### src/rtl/rev_counter_pkg.sv
// rev_counter_pkg: shared definitions for the reversible counter.
//   DIR_UP / DIR_DOWN : encodings of the direction input `s`.
//   eff_mod()         : effective modulus, MOD==0 meaning 2^WIDTH (33 bits wide).
//   mod_legal()       : WIDTH in 2..32 and MOD <= 2^WIDTH.
//   div_legal()       : DIV in 1..65535.
package rev_counter_pkg;

    localparam logic DIR_UP   = 1'b1;
    localparam logic DIR_DOWN = 1'b0;

    function automatic logic [32:0] eff_mod(input int unsigned width, input int unsigned mod);
        if (mod == 0) begin
            return 33'd1 << width;
        end
        return {1'b0, mod};
    endfunction

    function automatic bit mod_legal(input int unsigned width, input int unsigned mod);
        return (width >= 2) && (width <= 32) && ({1'b0, mod} <= (33'd1 << width));
    endfunction

    function automatic bit div_legal(input int unsigned div);
        return (div >= 1) && (div <= 65535);
    endfunction

endpackage

### src/rtl/rev_cnt_prescaler.sv
// rev_cnt_prescaler: divide-by-DIV clock-enable generator.
//   clk  : rising-edge clock
//   rst  : synchronous active-high reset, clears the prescaler
//   en   : count enable; the prescaler holds when low
//   clr  : synchronous clear (used on load)
//   tick : combinational, high on an enabled cycle with prescaler == DIV-1
module rev_cnt_prescaler
    import rev_counter_pkg::*;
#(
    parameter int unsigned DIV = 1
) (
    input  logic clk,
    input  logic rst,
    input  logic en,
    input  logic clr,
    output logic tick
);

    localparam logic [15:0] LAST = 16'(DIV - 1);

    logic [15:0] pre_q, pre_d;

    // With DIV=1 LAST is 0 and pre_q never leaves 0, so every enabled cycle ticks.
    assign tick = en && (pre_q == LAST);

    always_comb begin
        pre_d = pre_q;
        if (clr) begin
            pre_d = '0;
        end else if (en) begin
            pre_d = tick ? '0 : pre_q + 16'd1;
        end
    end

    always_ff @(posedge clk) begin
        if (rst) begin
            pre_q <= '0;
        end else begin
            pre_q <= pre_d;
        end
    end

endmodule

### src/rtl/rev_counter_n.sv
// rev_counter_n: parametrised up/down counter with programmable modulus, synchronous
// load with clamp, clock-enable prescaler and terminal-count outputs.
//   clk  : rising-edge clock
//   rst  : synchronous active-high reset
//   en   : count enable (count and prescaler hold when low)
//   s    : direction, 1 = up, 0 = down
//   ld   : synchronous load strobe (ignores en, clears the prescaler)
//   din  : load value, clamped to MOD-1
//   cnt  : registered count, always within 0..MOD-1
//   Rc   : combinational terminal count (cnt==MOD-1 going up, cnt==0 going down)
//   wrap : registered one-cycle pulse the cycle after a wrap
// Build option: define REV_COUNTER_SAT_EN to saturate at the limits instead of wrapping;
// wrap then pulses once per arrival at a limit.
module rev_counter_n
    import rev_counter_pkg::*;
#(
    parameter int unsigned WIDTH = 16,
    parameter int unsigned MOD   = 0,
    parameter int unsigned DIV   = 1
) (
    input  logic             clk,
    input  logic             rst,
    input  logic             en,
    input  logic             s,
    input  logic             ld,
    input  logic [WIDTH-1:0] din,
    output logic [WIDTH-1:0] cnt,
    output logic             Rc,
    output logic             wrap
);

    if (!mod_legal(WIDTH, MOD)) begin : g_bad_mod
        $error("rev_counter_n: illegal WIDTH/MOD combination");
    end
    if (!div_legal(DIV)) begin : g_bad_div
        $error("rev_counter_n: DIV out of range 1..65535");
    end

    // One extra bit so that MOD == 2^WIDTH is representable.
    localparam logic [32:0]      MOD_FULL = eff_mod(WIDTH, MOD);
    localparam logic [WIDTH:0]   MOD_EFF  = MOD_FULL[WIDTH:0];
    localparam logic [WIDTH:0]   MOD_MAX  = MOD_EFF - {{WIDTH{1'b0}}, 1'b1};
    localparam logic [WIDTH-1:0] CNT_MAX  = MOD_MAX[WIDTH-1:0];

    logic [WIDTH-1:0] cnt_q, cnt_d;
    logic             wrap_q, wrap_d;
    logic             tick;
    logic             at_limit;
    logic [WIDTH-1:0] ld_val;
    logic [WIDTH-1:0] stepped;
    logic [WIDTH-1:0] wrapped;
`ifdef REV_COUNTER_SAT_EN
    // Set once a saturating tick has pulsed wrap; cleared when cnt leaves the limit.
    logic             sat_q, sat_d;
`endif

    rev_cnt_prescaler #(
        .DIV (DIV)
    ) u_prescaler (
        .clk  (clk),
        .rst  (rst),
        .en   (en),
        .clr  (ld),
        .tick (tick)
    );

    always_comb begin
        at_limit = (s == DIR_UP) ? ({1'b0, cnt_q} == MOD_MAX) : (cnt_q == '0);
        stepped  = (s == DIR_UP) ? cnt_q + WIDTH'(1) : cnt_q - WIDTH'(1);
        wrapped  = (s == DIR_UP) ? '0 : CNT_MAX;
        ld_val   = ({1'b0, din} >= MOD_EFF) ? CNT_MAX : din;
    end

    always_comb begin
        cnt_d  = cnt_q;
        wrap_d = 1'b0;
`ifdef REV_COUNTER_SAT_EN
        sat_d  = sat_q;
`endif
        if (ld) begin
            cnt_d = ld_val;
`ifdef REV_COUNTER_SAT_EN
            sat_d = 1'b0;
`endif
        end else if (tick) begin
            if (at_limit) begin
`ifdef REV_COUNTER_SAT_EN
                wrap_d = !sat_q;
                sat_d  = 1'b1;
`else
                cnt_d  = wrapped;
                wrap_d = 1'b1;
`endif
            end else begin
                cnt_d = stepped;
`ifdef REV_COUNTER_SAT_EN
                sat_d = 1'b0;
`endif
            end
        end
    end

    always_ff @(posedge clk) begin
        if (rst) begin
            cnt_q  <= '0;
            wrap_q <= 1'b0;
`ifdef REV_COUNTER_SAT_EN
            sat_q  <= 1'b0;
`endif
        end else begin
            cnt_q  <= cnt_d;
            wrap_q <= wrap_d;
`ifdef REV_COUNTER_SAT_EN
            sat_q  <= sat_d;
`endif
        end
    end

    assign cnt  = cnt_q;
    assign wrap = wrap_q;
    assign Rc   = at_limit;

endmodule

### config.mk
export PLATFORM = sky130hd
export DESIGN_NAME = rev_counter_n
export DESIGN_NICKNAME = d
export VERILOG_FILES = /design/src/rtl/rev_counter_pkg.sv /design/src/rtl/rev_cnt_prescaler.sv /design/src/rtl/rev_counter_n.sv
export SDC_FILE = /design/constraint.sdc
export NUM_CORES = 1
export LEC_CHECK = 0
export BUFFER_PORTS_ARGS = -buffer_cell sky130_fd_sc_hd__buf_2
export CAP_MARGIN = 20
export CORE_ASPECT_RATIO = 1.4
export CORE_MARGIN = 2
export CORE_UTILIZATION = 49
export CTS_CLUSTER_DIAMETER = 150
export DETAILED_ROUTE_END_ITERATION = 6
export HOLD_SLACK_MARGIN = 0.1
export PLACE_DENSITY = 0.81
export REMOVE_ABC_BUFFERS = 1
export SYNTH_ARGS = -nofsm -noshare
export SYNTH_HDL_FRONTEND = slang
export SYNTH_SLANG_ARGS = --single-unit
export TNS_END_PERCENT = 1
### constraint.sdc
create_clock -name clk -period 2.8 [get_ports clk]
set_input_delay 0.56 -clock clk [delete_from_list [all_inputs] [get_ports clk]]
set_output_delay 0.56 -clock clk [all_outputs]
set_load 0.1 [all_outputs]
# Word level (Yosys, flattened, before mapping)
# Index checks and enable logic that the tools add are counted.
[totals]
register_bits = 33
input_bits = 21
output_inout_bits = 18
elab_cells = 22
[classes]
addsub = 3
n_eq_ne = 1
muxes = 8
n_bitwise = 1
n_reduce_logical = 6
[op_table]
columns = ["op", "n"]
rows = [
  ["$mux 16", 6],
  ["$add 16x1->16 const B", 2],
  ["$logic_not 16->1", 2],
  ["$eq 16x16->1 const B", 1],
  ["$sub 16x1->16 const B", 1],
  ["$reduce_or 3->1", 1],
  ["$mux 1", 2],
  ["$reduce_bool 2->1", 1],
  ["$reduce_or 2->1", 1],
  ["$logic_and 1x1->1", 1],
  ["$not 1->1", 1],
]

# Longest topological paths before layout
[depth]
ltp_word = 5
ltp_mapped = 9
ltp_nobuf = 9

# Hierarchy
# Synthesis repeated with hierarchy kept, for this count alone.
[unflattened]
hier_cells = 300
hier_area_um2 = 2369.8
[by_module_without_submodules]
columns = ["module", "n_inst", "cells_per_inst", "area_per_inst_um2", "seq_area_each_um2"]
rows = [
  ["rev_counter_n", 1, 210, 1526.5, 340.3],
  ["rev_cnt_prescaler", 1, 90, 843.3, 320.3],
]

# Worst setup path after synthesis
# Ideal clock, no wire load.
[synth_timing]
path_kind = "register to register"
start = "reg cnt_q[8] (netlist: cnt[8])"
end = "reg cnt_q[15] (netlist: cnt[15])"
setup_ps = 131
arrival_time_ps = 2782
required_time_ps = 2669
path_slack_ps = -113
stages_incl_launch_ff = 9
n_path_buf = 0
period_less_slack_ps = 2913
cell_sequence = "dfxtp_1 > ha_1 > a21oi_2 > o21ai_1 > and3_1 > a311o_1 > or3_1 > a31oi_1 > nor3_1"
[synth_between]
elab_chain_cells = 5
word_cells_on_any_way = 9
classes_between = "add/sub (2); eq/ne (1); mux (5); reduce/logical (1)"
[synth_lines]
columns = ["item", "line", "source"]
rows = [
  ["from (decl)", "rev_counter_n.sv:45", "logic [WIDTH-1:0] cnt_q, cnt_d;"],
  ["from (signal assigned)", "rev_counter_n.sv:111", "cnt_q <= cnt_d;"],
  ["$sub 16x1->16, or another cell as far along", "rev_counter_n.sv:69", "stepped = (s == DIR_UP) ? cnt_q + WIDTH'(1) : cnt_q - WIDTH'(1);"],
  ["$mux 16 / $mux 1 (equally long branches)", "rev_counter_n.sv:69, rev_counter_n.sv:68", ""],
  ["$mux 16 *", "rev_counter_n.sv:86", "if (at_limit) begin"],
  ["$mux 16 *", "rev_counter_n.sv:85", "end else if (tick) begin"],
  ["$mux 16 *", "rev_counter_n.sv:80", "if (ld) begin"],
]
# Mark *: on every way between the ends. The rest lies on a longest branch, timed or not. The select of a mux whose other input is x is not followed.
# A chain may end at the register's enable or synchronous reset.

# Worst setup path in the final report
[layout_timing]
start = "reg cnt_q[8] (netlist: cnt[8])"
end = "out Rc"
[layout_between]
elab_chain_cells = 2
word_cells_on_any_way = 3
classes_between = "eq/ne (1); mux (1); reduce/logical (1)"
[layout_lines]
columns = ["item", "line", "source"]
rows = [
  ["$eq 16x16->1 / $logic_not 16->1 (equally long branches)", "rev_counter_n.sv:68", "at_limit = (s == DIR_UP) ? ({1'b0, cnt_q} == MOD_MAX) : (cnt_q == '0);"],
  ["$mux 1 *", "rev_counter_n.sv:68", ""],
  ["to (decl)", "rev_counter_n.sv:28", "output logic Rc,"],
]
# Mark *: on every way between the ends. The rest lies on a longest branch, timed or not.

==> flow_summary.yaml <==
status:
  outcome: "finished clean"
clocking:
  clockBufferDepth: 2
  tritoncts: "yes"
  h-tree-depth: 2
  clk_pin_slew_ns: 0.08
  cts_sinks: 33
  hold_buffers: 0
  cts_buffers: 5
  worstSkewPairLatency_ns: 0.30
  ctsRootBufferMaster: "clkbuf_8"
cells_and_area:
  antenna_cells: 0
  area_growth_pct: 19.0
  layoutNonFillerInstCount: 393
  fin_area_sq_um: 2700
  nets: 368
  drive_gt1_share_pct: 20.8
  final_util_pct: 60.0
synth:
  synth_area_per_cell_sq_um: 8.11
  synth_ff_type: "dfxtp_1"
  yosysUniqueCellTypes: 47
  synth_edf_count: 0
  syn_inst: 280
  ys_seq_elements: 33
  yosysSeqAreaShare_pct: 29.1
  syn-cell-area_sq_um: 2270
  synth_warnings: 0
  synthArstFlopShare_pct: 0
routing:
  drt-vias-per-instance: 5.89
  wl_microns: 6280
  first_pass_iters: 4
  first_iter_violations: 80
  wl_per_cell_microns: 16.0
  drc: 0
  drtAntennaViolNets: 0
  num_vias: 2313
timing:
  fin_skew_ns: 0.0130
  rsz0062_at_grt: "false"
  fin_setup_tns_ns: 0
  finalCriticalPeriod_ns: 2.64
  worstMarginPinSlew_ns: 0.547
  slew_violations: 0
  period_share_pct: 94.2
  relSlewSlack_pct: 63.5
  hold_viol: 0
  finalSetupViolCount: 0
  max_freq_ghz: 0.379
floorplanning:
  dieArea_sq_um: 5200
  fp.dieH_microns: 84.6
  io_pins: 39
  die_w_microns: 61.5
  coreArea_sq_um: 4500
  start_util_pct: 50.5
  rows: 29
power:
  power_density_nw_per_um2: 551
  leakagePower_nw: 1.18
  peakVddDrop_mv: 0.323
global_route:
  antenna_found_initial: 0
  grt_pass1_vias: 2331
  grt.overflow.total: 0
  grt_max_degree: 18
  grt_use_total_pct: 25.6
  grt_pass1_wl_microns: 10300
worst_setup_path:
  cp-end-kind: "primary output"
  slowest_delay_ns: 0.46
  worstPathCellList: "nor4_1, nand4_1, or4_4, and2_4, inv_4, buf_12"
  cp_max_fo: 8
  critical_path_arrival_ns: 2.08
  path_class: "reg -> out"
  start_kind: "register"
  crit_slowest_cell: "or4_4"
  required_ns: 2.24
min_path:
  hold_class: "reg -> reg"
placement:
  placedInstanceArea_sq_um: 2610
  dpl.hpwl_microns: 4760
  placed_cells: 385
  portBuffers: 38
  gp_congestion: 0.927
run:
  maxCapViolations: 0
[where the power goes]
group          switching [mW]  leakage (nW)  internal (mW)  total (mW)
Clock                   0.194        0.0439          0.172       0.366
Combinational           0.393         0.869          0.188       0.582
Sequential             0.0457         0.270          0.496       0.542
[cell usage in the layout (no fill, tap or decap), types with 10 or more instances in the layout]
| master | netlist | final |
|---|---|---|
| o21ai_0 | 10 | 10 |
| xor2_1 | 14 | 14 |
| nand4_1 | 10 | 10 |
| dfxtp_1 | 33 | 33 |
| xnor2_1 | 13 | 13 |
| nor2_1 | 33 | 33 |
| ha_1 | 16 | 16 |
| buf_2 | 1 | 37 |
| a21oi_1 | 21 | 21 |
| buf_4 | 0 | 13 |
| nand2_1 | 23 | 23 |
[state kept, by name, summed over array words and instances, names as in the netlist]
signal and cells:
cnt 16, u_prescaler.pre_q 16, wrap 1
[per-stage QoR]
stage | hold WS (ns) | setup WS (ns) | power, mW
finish | 0.533 | 0.162 | 1.49
global route | 0.553 | 0.0341 | 1.56
CTS | 0.539 | 0.127 | 1.49
detailed placement | 0.522 | -0.0221 | 1.12
global placement | 0.512 | 0.0213 | 1.12
floorplan | 0.480 | -0.101 | 0.977
[worst paths after layout]
path	startpoint	slack [ns]	depth (start not counted)	end
max	cnt[8]	0.16	6	Rc
min	u_prescaler.pre_q[15]	0.53	2	u_prescaler.pre_q[15]
max reg2reg	cnt[8]	0.51	8	cnt[15]
min reg2reg	u_prescaler.pre_q[15]	0.53	2	u_prescaler.pre_q[15]
[synth_stat cells, types with 2 or more instances]
| master | instances | area, sq um |
|---|---|---|
| a21oi_2 | 2 | 17.5 |
| nor4_1 | 6 | 37.5 |
| o22ai_1 | 3 | 18.8 |
| nor3_1 | 6 | 30.0 |
| a21oi_1 | 21 | 105 |
| o21ai_0 | 10 | 50.1 |
| a31oi_1 | 7 | 43.8 |
| o21a_1 | 2 | 15.0 |
| o221ai_1 | 8 | 70.1 |
| or3_1 | 3 | 18.8 |
| nand2_1 | 23 | 86.3 |
| dfxtp_1 | 33 | 661 |
| a21o_1 | 6 | 45.0 |
| nand3_1 | 7 | 35.0 |
| nor2b_1 | 2 | 12.5 |
| nand4_1 | 10 | 62.6 |
| xnor2_1 | 13 | 114 |
| xor2_1 | 14 | 123 |
| nor2_1 | 33 | 124 |
| and2_1 | 9 | 56.3 |
| ha_1 | 16 | 200 |
| a21boi_0 | 3 | 22.5 |
| and3_1 | 7 | 43.8 |
| inv_1 | 8 | 30.0 |
| clkbuf_1 | 6 | 22.5 |
[logic make-up (layout without fill, tap and decap cells)]
family          after synthesis  after routing  synth area share [%]
simple gates                113            113                  26.3
compound gates               72             72                  20.8
flops                        33             33                  29.1
xor+xnor                     27             27                  10.4
buf+inv                      18             69                  3.64
fa+ha+maj                    17             17                  9.70
[layer usage]
| metal | wire [microns] | GRT usage, % | vias to the layer above |
|---|---|---|---|
| met3 | 231 | 5.08 | 22 |
| met5 | 0 | 0 | - |
| met1 | 2450 | 27.3 | 1098 |
| li1 | - | - | 1126 |
| met2 | 3400 | 46.2 | 67 |
| met4 | 197 | 11.0 | 0 |
[worst max-delay path, delay by kind of cell (launching register included)]
family	cells	cell delay [ns]
buf+inv	2	0.26
simple gates	4	1.16
flops	1	0.37
[final cells by class]
cell class | count | area [sq um]
well taps | 62 | 77.6
clock inverters | 3 | 17.5
inverters | 10 | 40.0
clock buffers | 5 | 68.8
fillers | 460 | 1800
repair buffers | 51 | 303
flip-flops and latches | 33 | 661
multi-input cells | 229 | 1530
[timing repair]
item,CTS,global route
setup endpoints to repair,0,1
resized for setup,0,1
setup buffers,0,0
Power figures use the tool's default switching activity.
